--- src/rtl/odometria_robo.sv ---
// Grid odometry for the robot: integrates move/rotate/remove pulses into position,
// saturating activity counters, stuck detection and an optional position history.
// Optional history ring buffer is built only when ODOMETRIA_HIST_EN is defined.
module odometria_robo #(
  parameter int unsigned MAP_W     = 16,
  parameter int unsigned MAP_H     = 16,
  parameter int unsigned X0        = 0,
  parameter int unsigned Y0        = 0,
  parameter int unsigned STUCK_LIM = 4,
  parameter int unsigned CNT_W     = 16,
  localparam int unsigned XW       = $clog2(MAP_W),
  localparam int unsigned YW       = $clog2(MAP_H)
) (
  input  logic             clock,
  input  logic             reset,
  input  logic             avancar,
  input  logic             girar,
  input  logic             remover,
  input  logic [2:0]       orientacao,
  output logic [XW-1:0]    pos_x,
  output logic [YW-1:0]    pos_y,
  output logic [CNT_W-1:0] passos,
  output logic [CNT_W-1:0] giros,
  output logic [CNT_W-1:0] removidos,
  output logic             erro_mov,
  output logic             preso,
  output logic             no_inicio,
  input  logic [2:0]       hist_idx,
  output logic [XW-1:0]    hist_x,
  output logic [YW-1:0]    hist_y,
  output logic             hist_valid
);

  localparam int unsigned SW = $clog2(STUCK_LIM + 1);
  localparam logic [XW-1:0] X_MAX   = XW'(MAP_W - 1);
  localparam logic [YW-1:0] Y_MAX   = YW'(MAP_H - 1);
  localparam logic [XW-1:0] X_START = XW'(X0);
  localparam logic [YW-1:0] Y_START = YW'(Y0);
  localparam logic [SW-1:0] S_LIM   = SW'(STUCK_LIM);

  typedef enum logic [1:0] {
    PARADO,
    ANDANDO,
    GIRANDO,
    PRESO
  } estado_t;

  estado_t          state_q, state_d;
  logic [XW-1:0]    pos_x_q, pos_x_d;
  logic [YW-1:0]    pos_y_q, pos_y_d;
  logic [CNT_W-1:0] passos_q, passos_d;
  logic [CNT_W-1:0] giros_q, giros_d;
  logic [CNT_W-1:0] rem_q, rem_d;
  logic [SW-1:0]    stuck_q, stuck_d;
  logic             erro_q, erro_d;

  logic blocked;
  logic move_ok;
  logic rot_ok;

  // A move is legal only alone, with a valid heading and a target inside the map.
  always_comb begin
    blocked = 1'b0;
    case (orientacao[1:0])
      2'd0:    blocked = (pos_y_q == Y_MAX);
      2'd1:    blocked = (pos_x_q == X_MAX);
      2'd2:    blocked = (pos_y_q == '0);
      default: blocked = (pos_x_q == '0);
    endcase
    move_ok = avancar & ~girar & ~orientacao[2] & ~blocked;
    rot_ok  = girar & ~avancar;
  end

  always_comb begin
    pos_x_d  = pos_x_q;
    pos_y_d  = pos_y_q;
    passos_d = passos_q;
    giros_d  = giros_q;
    rem_d    = rem_q;
    stuck_d  = stuck_q;
    erro_d   = avancar & ~move_ok;

    if (move_ok) begin
      case (orientacao[1:0])
        2'd0:    pos_y_d = pos_y_q + YW'(1);
        2'd1:    pos_x_d = pos_x_q + XW'(1);
        2'd2:    pos_y_d = pos_y_q - YW'(1);
        default: pos_x_d = pos_x_q - XW'(1);
      endcase
      stuck_d = '0;
      if (passos_q != '1) passos_d = passos_q + CNT_W'(1);
    end else if (rot_ok) begin
      if (giros_q != '1) giros_d = giros_q + CNT_W'(1);
      if (stuck_q != S_LIM) stuck_d = stuck_q + SW'(1);
    end

    if (remover && rem_q != '1) rem_d = rem_q + CNT_W'(1);
  end

  // With STUCK_LIM==1 a single rotation from a moving/idle state already means stuck.
  always_comb begin
    state_d = state_q;
    case (state_q)
      PARADO, ANDANDO: begin
        if (move_ok)     state_d = ANDANDO;
        else if (rot_ok) state_d = (stuck_d == S_LIM) ? PRESO : GIRANDO;
      end
      GIRANDO: begin
        if (move_ok)                          state_d = ANDANDO;
        else if (rot_ok && stuck_d == S_LIM)  state_d = PRESO;
      end
      PRESO: begin
        if (move_ok) state_d = ANDANDO;
      end
      default: state_d = PARADO;
    endcase
  end

  always_ff @(posedge clock) begin
    if (!reset) begin
      state_q  <= PARADO;
      pos_x_q  <= X_START;
      pos_y_q  <= Y_START;
      passos_q <= '0;
      giros_q  <= '0;
      rem_q    <= '0;
      stuck_q  <= '0;
      erro_q   <= 1'b0;
    end else begin
      state_q  <= state_d;
      pos_x_q  <= pos_x_d;
      pos_y_q  <= pos_y_d;
      passos_q <= passos_d;
      giros_q  <= giros_d;
      rem_q    <= rem_d;
      stuck_q  <= stuck_d;
      erro_q   <= erro_d;
    end
  end

  assign pos_x     = pos_x_q;
  assign pos_y     = pos_y_q;
  assign passos    = passos_q;
  assign giros     = giros_q;
  assign removidos = rem_q;
  assign erro_mov  = erro_q;
  assign preso     = (state_q == PRESO);
  assign no_inicio = (pos_x_q == X_START) && (pos_y_q == Y_START);

`ifdef ODOMETRIA_HIST_EN
  localparam int unsigned HIST_D = 8;

  logic [XW-1:0] hbuf_x_q [HIST_D];
  logic [YW-1:0] hbuf_y_q [HIST_D];
  logic [2:0]    wr_ptr_q;
  logic [3:0]    fill_q;
  logic [2:0]    rd_ptr;

  always_ff @(posedge clock) begin
    if (!reset) begin
      for (int unsigned i = 0; i < HIST_D; i++) begin
        hbuf_x_q[i[2:0]] <= '0;
        hbuf_y_q[i[2:0]] <= '0;
      end
      wr_ptr_q <= '0;
      fill_q   <= '0;
    end else if (move_ok) begin
      hbuf_x_q[wr_ptr_q] <= pos_x_q;
      hbuf_y_q[wr_ptr_q] <= pos_y_q;
      wr_ptr_q <= wr_ptr_q + 3'd1;
      if (fill_q != 4'd8) fill_q <= fill_q + 4'd1;
    end
  end

  // Index 0 is the slot just behind the write pointer (most recent push).
  assign rd_ptr     = wr_ptr_q - 3'd1 - hist_idx;
  assign hist_x     = hbuf_x_q[rd_ptr];
  assign hist_y     = hbuf_y_q[rd_ptr];
  assign hist_valid = ({1'b0, hist_idx} < fill_q);
`else
  logic unused_hist_idx;
  assign unused_hist_idx = ^hist_idx;
  assign hist_x     = '0;
  assign hist_y     = '0;
  assign hist_valid = 1'b0;
`endif

endmodule
--- config.mk ---
export PLATFORM = sky130hd
export DESIGN_NAME = odometria_robo
export DESIGN_NICKNAME = d
export VERILOG_FILES = /design/src/rtl/odometria_robo.sv
export SDC_FILE = /design/constraint.sdc
export NUM_CORES = 1
export LEC_CHECK = 0
export CAP_MARGIN = 20
export CORE_AREA = 3 3 98 72
export DETAILED_ROUTE_END_ITERATION = 7
export DIE_AREA = 0 0 101 75
export PLACE_DENSITY = 0.84
export SLEW_MARGIN = 10
export SYNTH_ARGS = -nofsm -noshare
export SYNTH_HDL_FRONTEND = slang
export SYNTH_SLANG_ARGS = --single-unit
--- constraint.sdc ---
create_clock -name clock -period 3.9 [get_ports clock]
set_clock_uncertainty 0.1 [all_clocks]
set_input_delay 1.17 -clock clock [delete_from_list [all_inputs] [get_ports clock]]
set_output_delay 1.17 -clock clock [all_outputs]
set_load 0.005 [all_outputs]
==> Yosys cells after proc, flatten, opt, wreduce, memory -nomap -nowiden <==
Cells that the tools add are included.
{ "op_classes": {"eq_ne": 15, "n_reduce_logical": 15, "muxes": 13, "n_bitwise": 11, "n_addsub": 8} }
{ "op_table": {"columns": ["cell", "n"], "rows": [
  ["$add 16x1->16 const B", 3],
  ["$ne 16x16->1 const B", 3],
  ["$pmux 4 s2", 2],
  ["$mux 2", 5],
  ["$mux 3", 3],
  ["$ne 3x3->1 const B", 3],
  ["$add 4x1->4 const B", 2],
  ["$eq 4x4->1 const B", 2],
  ["$logic_not 4->1", 2],
  ["$sub 4x1->4 const B", 2],
  ["$eq 2x2->1 const B", 3],
  ["$not 1->1", 6],
  ["$pmux 2 s3", 1],
  ["$reduce_and 2->1", 3],
  ["$reduce_and 3->1", 2],
  ["$and 1x1->1", 5],
  ["$eq 2x1->1 const B", 2],
  ["$logic_not 2->1", 2],
  ["$reduce_or 2->1", 2],
  ["$add 3x1->3 const B", 1],
  ["$eq 3x3->1 const B", 1],
  ["$logic_and 1x1->1", 3],
  ["$pmux 1 s3", 1],
  ["$ne 2x1->1 const B", 1],
  ["other kinds (2)", 2]
]} }
{ "word_totals": {"output_inout_bits": 68, "in_bits": 11, "register_bits": 62} }

==> Depth between registers and ports, before layout <==
Gate-level depths: netlist (run 1).
{ "logic_depth": {"ltp_word": 10, "depth_mapped": 8, "depth_no_buf": 8} }

==> Worst setup path before layout (run 1) <==
No wires, ideal clock.
{ "synth_timing": {"path_type": "input port to flip-flop", "startpoint": "in orientacao[0]", "endpoint": "reg pos_y_q[3], in the netlist pos_y[3]", "stages": 8, "slack_ns": 1.252, "required_time_ns": 3.729, "setup_time_ns": 0.071, "arrival_ns": 2.478, "path_buffers": 0, "path_cell_list": "nand2b_2 inv_2 ha_1 a21o_1 a21oi_1 xnor2_1 or3_1 a21oi_1"} }
{ "synth_between": {"elab_chain_len": 5, "elab_cells_between_ends": 9, "classes_between": "eq/ne (2); mux (2); bitwise (2); reduce/logical (3)"} }
{ "synth_lines": {"columns": ["item", "line_no", "source"], "rows": [
  ["start: declaration", "19", "input logic [2:0] orientacao,"],
  ["$eq 2x2->1 (tied with other cells)", "64, 84", null],
  ["$pmux 1 s3", "64", "case (orientacao[1:0])"],
  ["$not 1->1", "70", "move_ok = avancar & ~girar & ~orientacao[2] & ~blocked;"],
  ["$and 1x1->1", "70", null],
  ["$reduce_and 2->1 (no line)", null, null],
  ["end signal: assignment", "132", "pos_y_q <= pos_y_d;"],
  ["end: declaration", "50", "logic [YW-1:0] pos_y_q, pos_y_d;"]
]} }
Parallel ways exist; a longest one is shown, timed or not.
A chain may end at the register's enable or synchronous reset.

==> Final worst setup path (run 1) <==
{ "layout_timing": {"startpoint": "reg pos_y_q[0], in the netlist pos_y[0]", "endpoint": "out no_inicio"} }
{ "layout_between": {"elab_chain_len": 2} }
{ "layout_lines": {"columns": ["item", "line_no", "source"], "rows": [
  ["$logic_not 4->1", "148", "assign no_inicio = (pos_x_q == X_START) && (pos_y_q == Y_START);"],
  ["$logic_and 1x1->1", "148", null],
  ["end: declaration", "27", "output logic no_inicio,"]
]} }
Every way passes these cells.

==> summary.md, run 1 <==
| Metric | Value |
|---|---|
| Main combinational cell family by area after synthesis | `simple AND/OR/NAND/NOR gates` |
| Reg clk slew, reported paths | `0.07 ns` |
| DRT iter0 DRCs | `157` |
| # port buffers | `66` |
| Worst Path Required | `2.63 ns` |
| Final WL | `7.68 mm` |
| Final worst path period need | `3.25 ns` |
| Layout fillers | `532` |
| DRC violations left | `0` |
| Clk sinks | `62` |
| Reg2Reg Launch Point | `giros[0]` |
| Crit-path cells | `nor4_1 -> and2_1 -> clkdlybuf4s50_1` |
| Largest net degree at the start of global routing | `47` |
| Crit-path slowest cell | `nor4_1` |
| Hold Fails Final Rpt | `0` |
| PD cells | `315 nW/µm²` |
| Initial core utilization | `53.3%` |
| Antenna-violating nets left | `0` |
| WS Path Type | `reg2out` |
| Global route total overflow | `0` |
| Type of element launching the critical path | `flop` |
| Synth Area in Compound Gates | `between 10% and 20%` |
| Mux cell area share after synthesis | `between 1.5 and 2%` |
| Synth unique cells | `58` |
| Adder-Cell Fraction of Synth Area | `under 10%` |
| Final setup vio count | `0` |
| YS warnings | `0` |
| Peak supply drop | `around 0.00019 V` |
| Leakage | `0.00141 µW` |
| DP HPWL | `5.43 mm` |
| Routed length per placed instance | `around 14 µm` |
| Height of the die | `75 µm` |
| Worst setup path start | `pos_y[0]` |
| Layout cell share with drive strength beyond 1 | `approximately 7.4%` |
| Htree depth | `3` |
| Syn Std Cell Area | `3290 µm²` |
| Setup bufs post-CTS | `0` |
| Gr usage total | `between 20% and 30%` |
| Worst-Margin Slew | `1.00 ns` |
| Total power | `1320 µW` |
| Fin crit share | `83.4%` |
| Initial antenna violation count | `0` |
| Yosys reg bits | `62` |
| Die area | `about 7600 µm²` |
| Hold_buf cts | `0` |
| Crit-path max FO | `5` |
| Worst path top cell family by delay | `simple AND/OR/NAND/NOR gates` |
| Hold wc startpoint | `stuck_q[1]` |
| Die width | `101 µm` |
| Slew Limit Fails | `0` |
| Placer Congestion | `0.788` |
| ANT cells | `0` |
| Latest clock arrival within the worst-skew pair | `0.33 ns` |
| Post_cts resized | `0` |
| DR vias/cell | `around 5.7` |
| Layout Nets | `474` |
| Worst-case clock buffer depth | `2` |
| Critical Path AT | `1.98 ns` |
| RSZ-0062 raised after global routing | `no` |
| Total core area | `6190 µm²` |
| Gate Count Post-Synth | `384` |
| Hold WC Path Type | `reg2reg` |
| Synth async-reset ratio | `0%` |
| Area grow syn2layout | `27.1%` |
| Endpoint class of the critical path | `primary output` |
| Crit-path max cell delay | `0.56 ns` |
| Vias | `about 3,000` |
| Number of flops mapped to enable cells by yosys | `0` |
| Max-Cap Viols | `0` |
| Setup tns final | `0 ns` |
| Cts bufs inserted | `9` |
| Cell Rows | `24` |
| Max Clock Freq | `307 MHz` |
| DRT Pass-1 Iters | `4` |
| Vias in the first global route | `~2,800` |
| Synth Area in XOR/XNOR | `7.71%` |
| # IOs | `79` |
| First-pass GRT wire length | `12.7 mm` |
| TritonCTS clock tree | `yes` |
| Rel. slew slack | `between 30% and 40%` |
| Syn_area_per_cell | `roughly 8.6 µm²` |
| Root buffer cell | `clkbuf_8` |
| Simple-gate share of the synthesized area | `roughly 28%` |
| Seq/Total Area, Yosys | `37.7%` |
| Worst Path Buf+Inv | `1` |
| Status | `finished clean` |
| Ys flop type | `dfxtp_1` |
## report_power, final
group | total, µW | leakage [µW] | internal (µW) | switching (µW)
Sequential | 652 | 0.000501 | 642 | 10.4
Clock | 569 | 0.0000996 | 330 | 240
Combinational | 97.5 | 0.000812 | 44.8 | 52.6
Total | 1320 | 0.00141 | 1020 | 303
## routing by layer
layer  wire (µm)  part of all wire (%)  track usage, %  vias to the layer above
met4          82                   1.1            7.08                        0
met2        3710                    48            35.4                       84
met5           0                     0               0                        -
met1        3460                    45            26.4                     1439
met3         432                   5.6            5.28                       12
li1            -                     -               -                     1494
## through the flow
step / area [µm²] / hold WS (ns) / utilization, % / cells / setup WS, ns
floorplan: 3320 / 0.350 / - / 392 / 1.25
global placement: 3990 / 0.364 / 64.4 / 519 / 0.394
detailed placement: 3990 / 0.384 / 64.4 / 519 / 0.376
CTS: 4190 / 0.401 / 67.7 / 535 / 0.643
global route: 4190 / 0.426 / 67.7 / 535 / 0.494
finish: 4190 / 0.391 / 67.7 / 535 / 0.646
## cell type report
class	instances	area [µm²]	area share, %
inverter	13	48.8	1.17
clock inverter	3	42.5	1.02
timing repair buffer	70	691	16.5
tap	78	97.6	2.33
sequential	62	1240	29.6
multi-input combinational	296	1910	45.5
clock buffer	13	159	3.80
## logic make-up (layout without fill, tap and decap cells)
kind of cell | count (synthesis) | in the layout
AND/OR/NAND/NOR | 167 | 167
buffers and inverters | 34 | 99
AO/OA/AOI/OAI | 75 | 75
XOR/XNOR | 29 | 29
adder cells (fa/ha/maj) | 11 | 11
multiplexers | 5 | 5
flip-flops | 62 | 62
other | 1 | 9
## placed cells by master (no fill, tap or decap), types with 6 or more instances in the layout
cell type,Yosys,routed
nor3_1,8,8
clkbuf_8,0,11
xor2_1,6,6
a211oi_1,7,7
inv_1,10,10
nor2_1,38,38
nand2_1,30,30
or3_1,17,17
a21oi_1,30,30
clkdlybuf4s50_1,0,66
nand3_1,19,19
conb_1,1,9
nor4_1,8,8
xnor2_1,23,23
o21ai_1,12,12
nand4_1,10,10
ha_1,9,9
dfxtp_1,62,62
## cell usage after synthesis (3+ instances only)
cell      number  share of area [%]
dfxtp_1       62                 38
nor2_1        38                4.3
a21oi_1       30                4.6
nand2_1       30                3.4
xnor2_1       23                6.1
nand3_1       19                2.9
or3_1         17                3.2
o21ai_1       12                1.8
buf_4         10                2.3
inv_1         10                1.1
nand4_1       10                1.9
ha_1           9                3.4
nor3_1         8                1.2
nor4_1         8                1.5
a211oi_1       7                1.6
clkbuf_1       7               0.80
xor2_1         6                1.6
mux2i_1        5                1.5
nand2b_1       5               0.95
o21ai_0        5               0.76
and2_1         4               0.76
and3_1         4               0.76
and4_1         4                1.1
a31oi_1        3               0.57
buf_2          3               0.46
inv_2          3               0.34
## worst paths after layout
path | endpoint | slack, ns | cells after the start
setup / recovery | no_inicio | 0.65 | 3
hold / removal | stuck_q[1] | 0.39 | 2
hold reg to reg | stuck_q[1] | 0.39 | 2
setup reg to reg | giros[0] | 1.47 | 7
## state kept, by name, summed over array words and instances, names as in the netlist
signal     count
erro_mov       1
pos_y          4
giros         16
stuck_q        3
pos_x          4
removidos     16
passos        16
state_q        2
## worst register-to-register path, cell delays in order (launching register included)
cell,delay (ns)
dfxtp_1,0.41
ha_1,0.23
nand2_1,0.09
nor4_1,0.86
buf_4,0.29
a21oi_1,0.12
xnor2_1,0.16
nor2_1,0.05
(Power assumes the default switching activity.)
==> run 2, diff against run 1 <==
- CORE_AREA: 3 3 98 72 -> 3 3 102 74
- DIE_AREA: 0 0 101 75 -> 0 0 105 77
- PLACE_DENSITY: 0.84 -> 0.79
- clock period: 3.9 -> 3.4 ns (I/O delays scaled with it)
==> summary.md, run 2 (synthesis gave the netlist of run 1 again) <==
| Metric | Value |
|---|---|
| Fin crit share | `90.5%` |
| Worst-case clock buffer depth | `2 (unchanged)` |
| Part of the power in combinational logic | `7.8% (+0.4 points)` |
| Hold WC Path Type | `reg2reg` |
| Commonest non-fill, non-tap cell in the layout | `clkdlybuf4s50_1` |
| Peak supply drop | `0.000250 V (+29%)` |
| Clk sinks | `62 (unchanged)` |
| Placer Congestion | `0.773 (-1.9%)` |
| Max-Cap Viols | `0 (unchanged)` |
| Internal | `1070 µW (+5.3%)` |
| Layout Nets | `478 (+0.84%)` |
| Final setup vio count | `0 (unchanged)` |
| Worst setup path start | `pos_x[0]` |
| Hold_buf cts | `0 (unchanged)` |
| Worst Path Required | `2.28 ns (-0.35 ns)` |
| Slew Limit Fails | `0 (unchanged)` |
| Hold path depth | `2 (unchanged)` |
| Worst-Margin Slew | `0.823 ns (-0.177 ns)` |
| DRT iter0 DRCs | `104 (-34%)` |
| Largest net degree at the start of global routing | `47 (unchanged)` |
| DRC violations left | `0 (unchanged)` |
| Cts bufs inserted | `9 (unchanged)` |
| Layout cell share with drive strength beyond 1 | `8.24% (+0.80 points)` |
| Crit-path max cell delay | `0.55 ns (about the same)` |
| Die width | `105 µm (+4.0%)` |
| Total core area | `6690 µm² (+8.2%)` |
| Hold wc startpoint | `state_q[1]` |
| Global route total overflow | `0 (unchanged)` |
| Most frequent cells in the layout | `66 x clkdlybuf4s50_1, 62 x dfxtp_1, 38 x nor2_1, 30 x nand2_1, 30 x a21oi_1` |
| TritonCTS clock tree | `yes` |
| Net Sw Frac | `25.3% (+2.4 points)` |
| Root buffer cell | `clkbuf_8` |
| R2R Setup Slk | `1.39 ns (-0.08 ns)` |
| Non-filler cells, final | `555 (+3.7%)` |
| Met2 usage in global routing | `31.7% (-3.8 points)` |
| Vias | `3,002 (-0.89%)` |
| Worst path top cell family by delay | `simple AND/OR/NAND/NOR gates` |
| FF-to-FF End | `passos[1]` |
| Setup tns final | `0 ns (unchanged)` |
| Setup bufs post-CTS | `0 (unchanged)` |
| Die area | `8090 µm² (+6.7%)` |
| Psw | `363 µW (+20%)` |
| Routed length per placed instance | `13.7 µm (-4.7%)` |
| Reg power frac | `52.2% (+2.7 points)` |
| DR vias/cell | `5.41 (-4.5%)` |
| Initial core utilization | `49.2% (-4.0 points)` |
| # port buffers | `66 (unchanged)` |
| Dpl cells | `539 (+3.9%)` |
| Leakage | `0.00142 µW (+0.37%)` |
| Max Clock Freq | `325 MHz` |
| Hold path endpoint | `state_q[1]` |
| Total power | `1430 µW (+8.6%)` |
| ANT cells | `0 (unchanged)` |
| Htree depth | `3 (unchanged)` |
| Final worst path period need | `3.08 ns` |
| DRT Pass-1 Iters | `4 (unchanged)` |
| Crit-path max FO | `6 (+1)` |
| WS Path Type | `reg2out` |
| Final WL | `7.59 mm (-1.2%)` |
| Post_cts resized | `0 (unchanged)` |
| Hold Fails Final Rpt | `0 (unchanged)` |
| Height of the die | `77 µm (+2.7%)` |
| DP HPWL | `5.44 mm (+0.35%)` |
| First-pass GRT wire length | `12.9 mm (+0.92%)` |
| Crit-path slowest cell | `nor4_1` |
| R2R cell count | `6 (-1)` |
| Latest clock arrival within the worst-skew pair | `0.35 ns (+0.02 ns)` |
| Vias in the first global route | `2,706 (-3.9%)` |
| Reg2Reg Launch Point | `pos_x[0]` |
| Worst Path Buf+Inv | `1 (unchanged)` |
| Gr usage total | `19.5% (-1.4 points)` |
| GRT met3 Usage | `5.89% (+0.61 points)` |
| Initial antenna violation count | `0 (unchanged)` |
| Cell Rows | `25 (+4.2%)` |
| Endpoint class of the critical path | `primary output` |
| # IOs | `79 (unchanged)` |
| Rel. slew slack | `45.0% (+12 points)` |
| Clock power frac | `40.0% (-3.1 points)` |
| Area grow syn2layout | `27.6%` |
| PD cells | `341 nW/µm² (+8.2%)` |
| Antenna-violating nets left | `0 (unchanged)` |
| Critical Path AT | `1.96 ns (-0.02 ns)` |
| Crit-path cells | `nor4_1 -> and2_1 -> clkdlybuf4s50_1` |
| Type of element launching the critical path | `flop` |
| GRT met1 Usage | `24.3% (-2.1 points)` |
| Reg clk slew, reported paths | `0.07 ns (about the same)` |
| Status | `finished clean` |
| GR peak layer | `met2` |
| RSZ-0062 raised after global routing | `no` |
[run 2: worst max-delay path by stage]
stage	end	slack, ns	cells past startpoint
after floorplan	pos_y[3]	0.90	8
after global placement	passos[14]	0.20	7
after detailed placement	passos[11]	0.15	7
after CTS	no_inicio	0.32	3
after global routing	no_inicio	0.22	3
final	no_inicio	0.32	3
[run 2: cell type report]
type	count	area, µm²
flip-flops and latches	62	1240
clock inverters	4	22.5
inverters	13	48.8
fillers	600	2490
repair buffers	74	721
well taps	94	118
multi-input cells	296	1910
clock buffers	12	145
[run 2: stage by stage]
step                      hold WS, ns  setup slack [ns]  cell area [µm²]  utilization (%)
after floorplan                 0.350             0.902             3320                -
after global placement          0.364             0.198             4040             60.3
after detailed placement        0.373             0.155             4040             60.3
after CTS                       0.388             0.317             4200             62.8
after global routing            0.415             0.217             4200             62.8
final                           0.385             0.323             4200             62.8
[run 2: tightest hold or removal path, cell delays in order (launching register included)]
cell	delay, ns
dfxtp_1	0.33
nor2_1	0.05
nor2_1	0.07
[run 2: power by group through the flow]
stage | Combinational, µW | Clock, µW | Sequential, µW
2_1_floorplan | 73.4 | 0 | 763
3_3_place_gp | 110 | 0 | 764
3_5_place_dp | 112 | 0 | 764
4_1_cts | 113 | 586 | 748
5_1_grt | 124 | 618 | 749
6_report | 112 | 572 | 748
[run 2: layer usage]
metal	vias to the layer above	wire length, µm
met5	-	0
met4	0	108
met3	9	391
met2	72	3500
met1	1416	3590
li1	1505	-
